File: src/rtl/rf_addr_arb_pkg.sv
// Shared definitions for the register-address arbiter: state encodings,
// default hold limit and the round-robin pick used from IDLE and on release.
package rf_addr_arb_pkg;

  localparam int unsigned ST_W         = 2;
  localparam int unsigned HOLD_W       = 4;
  localparam int unsigned ADDR_W       = 4;
  localparam int unsigned MAX_HOLD_DEF = 8;

  localparam logic [ST_W-1:0] ST_IDLE    = 2'd0;
  localparam logic [ST_W-1:0] ST_GRANT_A = 2'd1;
  localparam logic [ST_W-1:0] ST_GRANT_B = 2'd2;

  // Single requester wins outright; on contention the one not served last wins.
  function automatic logic [ST_W-1:0] arb_pick(input logic req_a,
                                               input logic req_b,
                                               input logic last_b);
    logic [ST_W-1:0] st;
    st = ST_IDLE;
    if (req_a && (!req_b || last_b)) begin
      st = ST_GRANT_A;
    end else if (req_b) begin
      st = ST_GRANT_B;
    end
    return st;
  endfunction

endpackage

File: src/rtl/rf_addr_arb_mux4.sv
// 4-bit 2:1 address mux; sel=0 selects in_a, sel=1 selects in_b.
module mux4
  import rf_addr_arb_pkg::*;
(
  input  logic [ADDR_W-1:0] in_a,
  input  logic [ADDR_W-1:0] in_b,
  input  logic              sel,
  output logic [ADDR_W-1:0] y
);

  assign y = sel ? in_b : in_a;

endmodule

File: src/rtl/rf_addr_arb.sv
// Two-requester arbiter for the shared register-address path, with
// round-robin fairness and a hold limit that forcibly revokes long grants.
module rf_addr_arb
  import rf_addr_arb_pkg::*;
#(
  parameter int unsigned MAX_HOLD = MAX_HOLD_DEF
)(
  input  logic              clk,
  input  logic              rst,
  input  logic              req_a,
  input  logic [ADDR_W-1:0] addr_a,
  input  logic              done_a,
  input  logic              req_b,
  input  logic [ADDR_W-1:0] addr_b,
  input  logic              done_b,
  output logic              gnt_a,
  output logic              gnt_b,
  output logic              sel,
  output logic [ADDR_W-1:0] addr_out,
  output logic              addr_valid,
  output logic              timeout
);

  localparam logic [HOLD_W-1:0] HOLD_LAST = HOLD_W'(MAX_HOLD - 1);

  logic [ST_W-1:0]   st_q, st_d;
  logic [HOLD_W-1:0] cnt_q, cnt_d;
  logic              last_b_q, last_b_d;
  logic              sel_q, sel_d;
  logic              gnt_a_q, gnt_b_q, valid_q, timeout_q, timeout_d;
  logic              own_req, own_done, rel, expire;

  // Next state: arbitrate from IDLE, or on release/expiry re-arbitrate in the same cycle.
  always_comb begin
    st_d      = st_q;
    cnt_d     = '0;
    last_b_d  = last_b_q;
    timeout_d = 1'b0;
    sel_d     = sel_q;
    own_req   = (st_q == ST_GRANT_B) ? req_b  : req_a;
    own_done  = (st_q == ST_GRANT_B) ? done_b : done_a;
    rel       = own_done || !own_req;
    expire    = (cnt_q == HOLD_LAST);

    if (st_q == ST_IDLE) begin
      st_d = arb_pick(req_a, req_b, last_b_q);
    end else if (rel || expire) begin
      last_b_d  = (st_q == ST_GRANT_B);
      timeout_d = !rel;
      st_d      = arb_pick(req_a, req_b, last_b_d);
    end else begin
      cnt_d = cnt_q + HOLD_W'(1);
    end

    if (st_d == ST_GRANT_A) begin
      sel_d = 1'b0;
    end else if (st_d == ST_GRANT_B) begin
      sel_d = 1'b1;
    end
  end

  always_ff @(posedge clk) begin
    if (rst) begin
      st_q      <= ST_IDLE;
      cnt_q     <= '0;
      last_b_q  <= 1'b1;
      sel_q     <= 1'b0;
      gnt_a_q   <= 1'b0;
      gnt_b_q   <= 1'b0;
      valid_q   <= 1'b0;
      timeout_q <= 1'b0;
    end else begin
      st_q      <= st_d;
      cnt_q     <= cnt_d;
      last_b_q  <= last_b_d;
      sel_q     <= sel_d;
      gnt_a_q   <= (st_d == ST_GRANT_A);
      gnt_b_q   <= (st_d == ST_GRANT_B);
      valid_q   <= (st_d == ST_GRANT_A) || (st_d == ST_GRANT_B);
      timeout_q <= timeout_d;
    end
  end

  assign gnt_a      = gnt_a_q;
  assign gnt_b      = gnt_b_q;
  assign sel        = sel_q;
  assign addr_valid = valid_q;
  assign timeout    = timeout_q;

  mux4 u_mux4 (
    .in_a (addr_a),
    .in_b (addr_b),
    .sel  (sel_q),
    .y    (addr_out)
  );

endmodule

File: config.mk
export PLATFORM = sky130hd
export DESIGN_NAME = rf_addr_arb
export DESIGN_NICKNAME = d
export VERILOG_FILES = /design/src/rtl/rf_addr_arb_pkg.sv /design/src/rtl/rf_addr_arb_mux4.sv /design/src/rtl/rf_addr_arb.sv
export SDC_FILE = /design/constraint.sdc
export NUM_CORES = 1
export LEC_CHECK = 0
export ABC_AREA = 0
export CAP_MARGIN = 10
export CORE_MARGIN = 5
export CORE_UTILIZATION = 42
export CTS_CLUSTER_DIAMETER = 50
export DETAILED_ROUTE_END_ITERATION = 8
export MAX_ROUTING_LAYER = met4
export PLACE_DENSITY = 0.76
export RECOVER_POWER = 50
export SYNTH_ARGS = -nofsm -noshare
export SYNTH_HDL_FRONTEND = slang
export SYNTH_SLANG_ARGS = --single-unit
File: constraint.sdc
create_clock -name clk -period 1.9 [get_ports clk]
set_input_delay 0.285 -clock clk [delete_from_list [all_inputs] [get_ports clk]]
set_output_delay 0.285 -clock clk [all_outputs]
set_load 0.03 [all_outputs]
==> flow_summary.toml, run 1 <==
[clock_tree]
tritoncts = "built"
cts_root_buf = "sky130_fd_sc_hd__clkbuf_4"
clock_tree.buffer_depth = 2
cts.reportedPaths.clkPinSlew_ps = 80
cts-hold-fix-buffers = 0
post_cts_setup_buffer_count = 0
cts_made_buffers = 3
insertion_delay_ps = 270
cts_sink_cnt = 12
htree_num_levels = 1

[place]
placement.setup.worst_slack_ps = -47.8
placement.io_buffers = 22
dpl.cell_count = 106
place.gp.congestion = 0.818
post-dp-hpwl_um = 1180

[final_layout]
num_antenna_cells = 0
regArea_um2 = 240
drive_above_1_share_pct = 23.4
areaGrowthSynthToFinish_pct = 45.5
layout.nets = 113
n_fill_cell = 138
multiInputGateArea_um2 = 364
finalNonFillerCells = 110

[worst_setup_path]
crit_path_top_delay_cell = "sky130_fd_sc_hd__dlygate4sd3_1"
cp_cell_sequence = "dlygate4sd3_1 > and2b_1 > a21oi_4 > o21ai_2 > a21o_1 > ha_1 > nor2_1 > nor3_1"
worst_setup_path_type = "in2reg"
endpoint_kind = "flip-flop"
cp_max_fo = 4
timing.reg2reg.setup_slack_ps = 220
cp-start-kind = "input port"
cp_data_required_time_ps = 2070
crit_arrival_ps = 1920
cp_slowest_stage_delay_ps = 550

[detailed_routing]
number_of_vias_after_detailed_routing = 565
vias_per_cell = 5.14
detail_route.wl_per_cell_um = 13.2
detailedRoute.firstIterationViolations = 6
wirelength_um = 1450
first_pass_iters = 5
drc = 0
postRouteAntennaNets = 0

[timing]
fmax_ghz = 0.570
max_slew_margin_pct = 77.3
setup_viol = 0
grt_setup_unrepaired = "false"
layout_setup_ws_ps = 144
hold_slack_ps = 479
clock_skew_ps = 4.02
fin_crit_sh_pct = 92.4
hold_violation_total_from_the_final_report = 0
worst_slew_pin_slew_ps = 339
post-route-min-period_ps = 1760
report.final.slew_viol_count = 0

[synthesis]
mappedNetlistArea_um2 = 643
yosys.area.top_type_share_pct = 37.4
number_of_flip_flops_and_latches_in_the_synthesized_netlist = 12
synth_area_leader_cell = "sky130_fd_sc_hd__dfxtp_1"
synth_nets = 81
seq_area_frac_synth_pct = 37.4
ys_warn_count = 0
synthCells = 63
post_synthesis_mean_instance_area_um2 = 10.2
synthDistinctLibCells = 31
synth_top_cells_by_area = "sky130_fd_sc_hd__dfxtp_1, sky130_fd_sc_hd__ha_1, sky130_fd_sc_hd__mux2_2"

[grt]
groute.usage.overall_pct = 13.5
grt_pass1_vias = 590
grt_antenna_before_repair = 0
grt_remaining_overflow = 0
largest_net_degree_at_the_start_of_global_routing = 9
grt_pass1_wl_um = 2530

[status]
result_of_the_run = "finished, final reports clean"

[power]
power.ir.vdd_worst_v = 0.000559
power_per_cell_area_mw_per_mm2 = 715
power.leakage_nw = 0.388

[die]
initial_cell_density_of_the_core_pct = 43.7
core_mm2 = 0.00147
rows = 14
floorplan.io_pins = 23
dieHeight_um = 49.1
design.die.area_mm2 = 0.00241
die_width_um = 49.1

[flow_run]
drv.max_cap_violation_count = 0

[hold_path]
min-delay-path-class = "reg2reg"
==> worst max-delay path, delay by kind of cell <==
kind,cells,cell delay [ps]
compound gates,3,540
fa+ha+maj,1,200
buf+inv,1,550
simple gates,3,350
==> layout by cell type (no fill, tap or decap), types with 2 or more instances in the layout <==
cell type                         netlist  routed
sky130_fd_sc_hd__a21oi_1                3       3
sky130_fd_sc_hd__buf_4                  0       5
sky130_fd_sc_hd__clkbuf_4               0       4
sky130_fd_sc_hd__clkdlybuf4s50_1        0      15
sky130_fd_sc_hd__dfxtp_1               12      12
sky130_fd_sc_hd__dlygate4sd2_1          0       4
sky130_fd_sc_hd__dlygate4sd3_1          0       3
sky130_fd_sc_hd__ha_1                   4       4
sky130_fd_sc_hd__inv_1                  4       4
sky130_fd_sc_hd__mux2_2                 4       4
sky130_fd_sc_hd__nand2_1                2       2
sky130_fd_sc_hd__nand2b_1               2       2
sky130_fd_sc_hd__nor2_1                 6       6
sky130_fd_sc_hd__nor2b_1                2       2
sky130_fd_sc_hd__nor3_1                 2       2
==> synthesized netlist by cell type <==
master / count
sky130_fd_sc_hd__dfxtp_1: 12
sky130_fd_sc_hd__nor2_1: 6
sky130_fd_sc_hd__ha_1: 4
sky130_fd_sc_hd__inv_1: 4
sky130_fd_sc_hd__mux2_2: 4
sky130_fd_sc_hd__a21oi_1: 3
sky130_fd_sc_hd__nand2_1: 2
sky130_fd_sc_hd__nand2b_1: 2
sky130_fd_sc_hd__nor2_2: 2
sky130_fd_sc_hd__nor2b_1: 2
sky130_fd_sc_hd__nor3_1: 2
sky130_fd_sc_hd__a211o_4: 1
sky130_fd_sc_hd__a211oi_1: 1
sky130_fd_sc_hd__a211oi_2: 1
sky130_fd_sc_hd__a21o_1: 1
sky130_fd_sc_hd__a21oi_4: 1
sky130_fd_sc_hd__a2bb2oi_2: 1
sky130_fd_sc_hd__a31oi_1: 1
sky130_fd_sc_hd__and2b_1: 1
sky130_fd_sc_hd__and3_1: 1
sky130_fd_sc_hd__and4bb_1: 1
sky130_fd_sc_hd__clkbuf_1: 1
sky130_fd_sc_hd__nand3_1: 1
sky130_fd_sc_hd__nand3b_1: 1
sky130_fd_sc_hd__nor3_2: 1
sky130_fd_sc_hd__nor3b_2: 1
sky130_fd_sc_hd__o21ai_0: 1
sky130_fd_sc_hd__o21ai_2: 1
sky130_fd_sc_hd__o21bai_1: 1
sky130_fd_sc_hd__o32a_4: 1
sky130_fd_sc_hd__xnor2_1: 1
==> state kept, by name (all words and copies together), names as in the netlist <==
signal	flops
cnt_q	4
st_q	2
timeout	1
gnt_a	1
sel	1
gnt_b	1
last_b_q	1
addr_valid	1
==> routing by layer <==
| layer | GRT usage (%) | vias to the layer above | wire length [um] |
|---|---|---|---|
| li1 | - | 285 | - |
| met1 | 13.2 | 258 | 554 |
| met2 | 22.3 | 18 | 743 |
| met3 | 8.26 | 4 | 139 |
| met4 | 3.59 | 0 | 10 |
| met5 | - | - | 0 |
==> report_power, final <==
group          leakage, nW  internal (mW)  switching [mW]
Clock               0.0210          0.117          0.0865
Sequential          0.0980          0.267          0.0126
Combinational        0.269         0.0950          0.0919
==> area by class of cell <==
class	instances	area share, %
Multi-Input combinational cell	46	38.9
Timing Repair Buffer	28	27.8
Sequential cell	12	25.7
Clock buffer	4	3.88
Tap cell	16	2.14
Inverter	4	1.60
==> through the flow <==
stage	setup TNS [ps]	area (um2)	power (mW)	utilization, %
after floorplan	0	643	0.397	-
after global placement	-5.98	925	0.482	62.8
after detailed placement	-140	925	0.487	62.8
after CTS	0	956	0.686	65.0
after global routing	0	936	0.708	63.6
final	0	936	0.669	63.6
==> repair_timing <==
action | 4_1_cts | 5_1_grt
endpoints found under the hold margin | 0 | 0
gates resized for setup | 4 | 1
setup endpoints to repair | 4 | 2
cloned | 0 | 0
==> kinds of logic (layout without fill, tap and decap cells) <==
| kind of cell | after synthesis | in the layout | share of synthesized area (%) |
|---|---|---|---|
| buffers and inverters | 5 | 36 | 2.92 |
| AND/OR/NAND/NOR | 23 | 23 | 21.6 |
| AO/OA/AOI/OAI | 14 | 14 | 22.0 |
| XOR/XNOR | 1 | 1 | 1.36 |
| adder cells (fa/ha/maj) | 4 | 4 | 7.78 |
| flip-flops | 12 | 12 | 37.4 |
| multiplexers | 4 | 4 | 7.00 |
==> path summary, 6_finish.rpt <==
kind / startpoint / cells past startpoint / endpoint
worst max-delay path: req_a / 8 / sel
worst min-delay path: cnt_q[0] / 1 / cnt_q[0]
worst max register to register: cnt_q[0] / 8 / sel
worst min register to register: cnt_q[0] / 1 / cnt_q[0]
(Power assumes the default switching activity.)
==> inputs of run 2 (changes only) <==
--- a/config.mk
+++ b/config.mk
@@ -7,7 +7,7 @@
 export LEC_CHECK = 0
 export ABC_AREA = 0
 export CAP_MARGIN = 10
-export CORE_MARGIN = 5
+export CORE_MARGIN = 4
 export CORE_UTILIZATION = 42
 export CTS_CLUSTER_DIAMETER = 50
 export DETAILED_ROUTE_END_ITERATION = 8
@@ -17,3 +17,4 @@
 export SYNTH_ARGS = -nofsm -noshare
 export SYNTH_HDL_FRONTEND = slang
 export SYNTH_SLANG_ARGS = --single-unit
+export TNS_END_PERCENT = 30
==> constraint.sdc (replaced) <==
create_clock -name clk -period 1.9 [get_ports clk]
set_input_delay 0.38 -clock clk [delete_from_list [all_inputs] [get_ports clk]]
set_output_delay 0.38 -clock clk [all_outputs]
set_load 0.03 [all_outputs]
==> run 2 against run 1 <==
  * Register-to-register slack gained 20 ps
  * Non-clock buffer count is 1 lower
  * Combinational power about the same
  * Critical endpoint is now sel
  * Sequential share of layout area rose by 1.1 points
  * Die area down 8.0%
  * Final cell count down 2.7%
  * Routed wire length decreased by 10%
==> flow_summary.toml, run 2 (same netlist as run 1, synthesis figures left out) <==
[timing]
worst_slew_pin_slew_ps = 320
grt_setup_unrepaired = "false"
layout_setup_ws_ps = 97.6
post-route-min-period_ps = 1800
hold_violation_total_from_the_final_report = 0
report.final.slew_viol_count = 0
fmax_ghz = 0.555
max_slew_margin_pct = 78.6
setup_viol = 0
fin_crit_sh_pct = 94.9
hold_slack_ps = 468
clock_skew_ps = 4.86

[detailed_routing]
postRouteAntennaNets = 0
vias_per_cell = 5.19
number_of_vias_after_detailed_routing = 555
wirelength_um = 1300
detail_route.wl_per_cell_um = 12.1
first_pass_iters = 4
detailedRoute.firstIterationViolations = 9
drc = 0

[grt]
grt_pass1_vias = 516
largest_net_degree_at_the_start_of_global_routing = 7
grt_pass1_wl_um = 2060
groute.usage.overall_pct = 14.3
grt_antenna_before_repair = 0
grt_remaining_overflow = 0

[flow_run]
drv.max_cap_violation_count = 0

[place]
place.gp.congestion = 0.844
post-dp-hpwl_um = 1070
placement.setup.worst_slack_ps = -128
postPlaceCellArea_um2 = 906
placement.io_buffers = 22

[clock_tree]
cts-hold-fix-buffers = 0
post_cts.resized_instances = 0
cts_root_buf = "sky130_fd_sc_hd__clkbuf_4"
htree_num_levels = 1
cts_sink_cnt = 12
tritoncts = "built"
cts.reportedPaths.clkPinSlew_ps = 70
post_cts_setup_buffer_count = 0
insertion_delay_ps = 260
cts_made_buffers = 3
clock_tree.buffer_depth = 2

[worst_setup_path]
cp_cell_sequence = "clkdlybuf4s50_1"
critPathTopFamily = "buffers and inverters"
crit_path_top_delay_cell = "sky130_fd_sc_hd__clkdlybuf4s50_1"
worstPathBufferInverterCount = 1
cp_slowest_stage_delay_ps = 720
cp_max_fo = 6
endpoint_kind = "output pin"
crit_arrival_ps = 1420
worst_setup_path_type = "reg2out"
rr_endpoint = "addr_valid"
ff2ff_path_depth = 7
source_of_the_worst_register_to_register_timing_path = "cnt_q[0]"
cp_data_required_time_ps = 1520
timing.reg2reg.setup_slack_ps = 240
cp-start-kind = "flip-flop"

[hold_path]
count_of_cells_along_the_worst_hold_path = 1
min-delay-path-class = "reg2reg"
min_from = "cnt_q[0]"
hold-path-endpoint = "cnt_q[0]"

[power]
power.ir.vdd_worst_v = 0.000393
power_uw = 611
power_per_cell_area_mw_per_mm2 = 680
power.leakage_nw = 0.369

[die]
initial_cell_density_of_the_core_pct = 47.1
rows = 13
die_width_um = 47.1
floorplan.io_pins = 23
design.die.area_mm2 = 0.00222
dieHeight_um = 47.1
core_mm2 = 0.00137

[final_layout]
finish.utilization_pct = 65.8
mostFrequentLayoutCells = "sky130_fd_sc_hd__clkdlybuf4s50_1, sky130_fd_sc_hd__dfxtp_1, sky130_fd_sc_hd__buf_4, sky130_fd_sc_hd__nor2_1"
register_name_with_the_most_flops = "cnt_q"
final_cell_area_um2 = 898
mostFrequentLayoutCell = "sky130_fd_sc_hd__clkdlybuf4s50_1"
largest_reg_flops = 4
drive_above_1_share_pct = 25.0
num_antenna_cells = 0
layout.nets = 112
top_regs = "cnt_q x4, st_q x2"
areaGrowthSynthToFinish_pct = 39.7

[status]
result_of_the_run = "finished, final reports clean"
## run 2: cell count changes in the layout (fill, tap and decap cells not counted), sizes merged
cell / previous run / this run
buf: 5 / 9
clkbuf: 5 / 3
clkdlybuf4s50: 15 / 16
dlygate4sd2: 4 / 0
dlygate4sd3: 3 / 2
## run 2: routing by layer
metal | wire length, um | vias up | part of all wire, % | global-route usage (%)
met4 | 21 | 0 | 1.6 | 9.94
met5 | 0 | - | 0 | -
met3 | 154 | 2 | 12 | 4.60
met1 | 532 | 249 | 41 | 14.7
met2 | 592 | 22 | 46 | 22.8
li1 | - | 282 | - | -
## run 2: report_power, final
group	total [mW]	internal (mW)	switching, mW
registers	0.279	0.267	0.0125
clock network	0.146	0.0731	0.0733
logic	0.185	0.0961	0.0891
## run 2: stage by stage
stage,setup TNS [ps],instances
4_1_cts,0,107
3_5_place_dp,-477,104
6_report,0,107
3_3_place_gp,-406,104
2_1_floorplan,0,63
5_1_grt,0,107
## run 2: layout make-up
| type | count | area [um2] |
|---|---|---|
| Sequential cell | 12 | 240 |
| Multi-Input combinational cell | 46 | 354 |
| Timing Repair Buffer | 27 | 248 |
| Fill cell | 121 | 468 |
| Inverter | 4 | 15.0 |
| Clock buffer | 3 | 22.5 |
| Tap cell | 15 | 18.8 |
## run 2: worst max path at each step
| stage | startpoint | to | slack (ps) | depth (start not counted) |
|---|---|---|---|---|
| after floorplan | cnt_q[0] | sel | 290 | 8 |
| after global placement | done_a | addr_valid | -110 | 7 |
| after detailed placement | done_a | gnt_a | -130 | 7 |
| after CTS | sel | sel | 80 | 1 |
| after global routing | sel | sel | 40 | 1 |
| final | sel | sel | 100 | 1 |
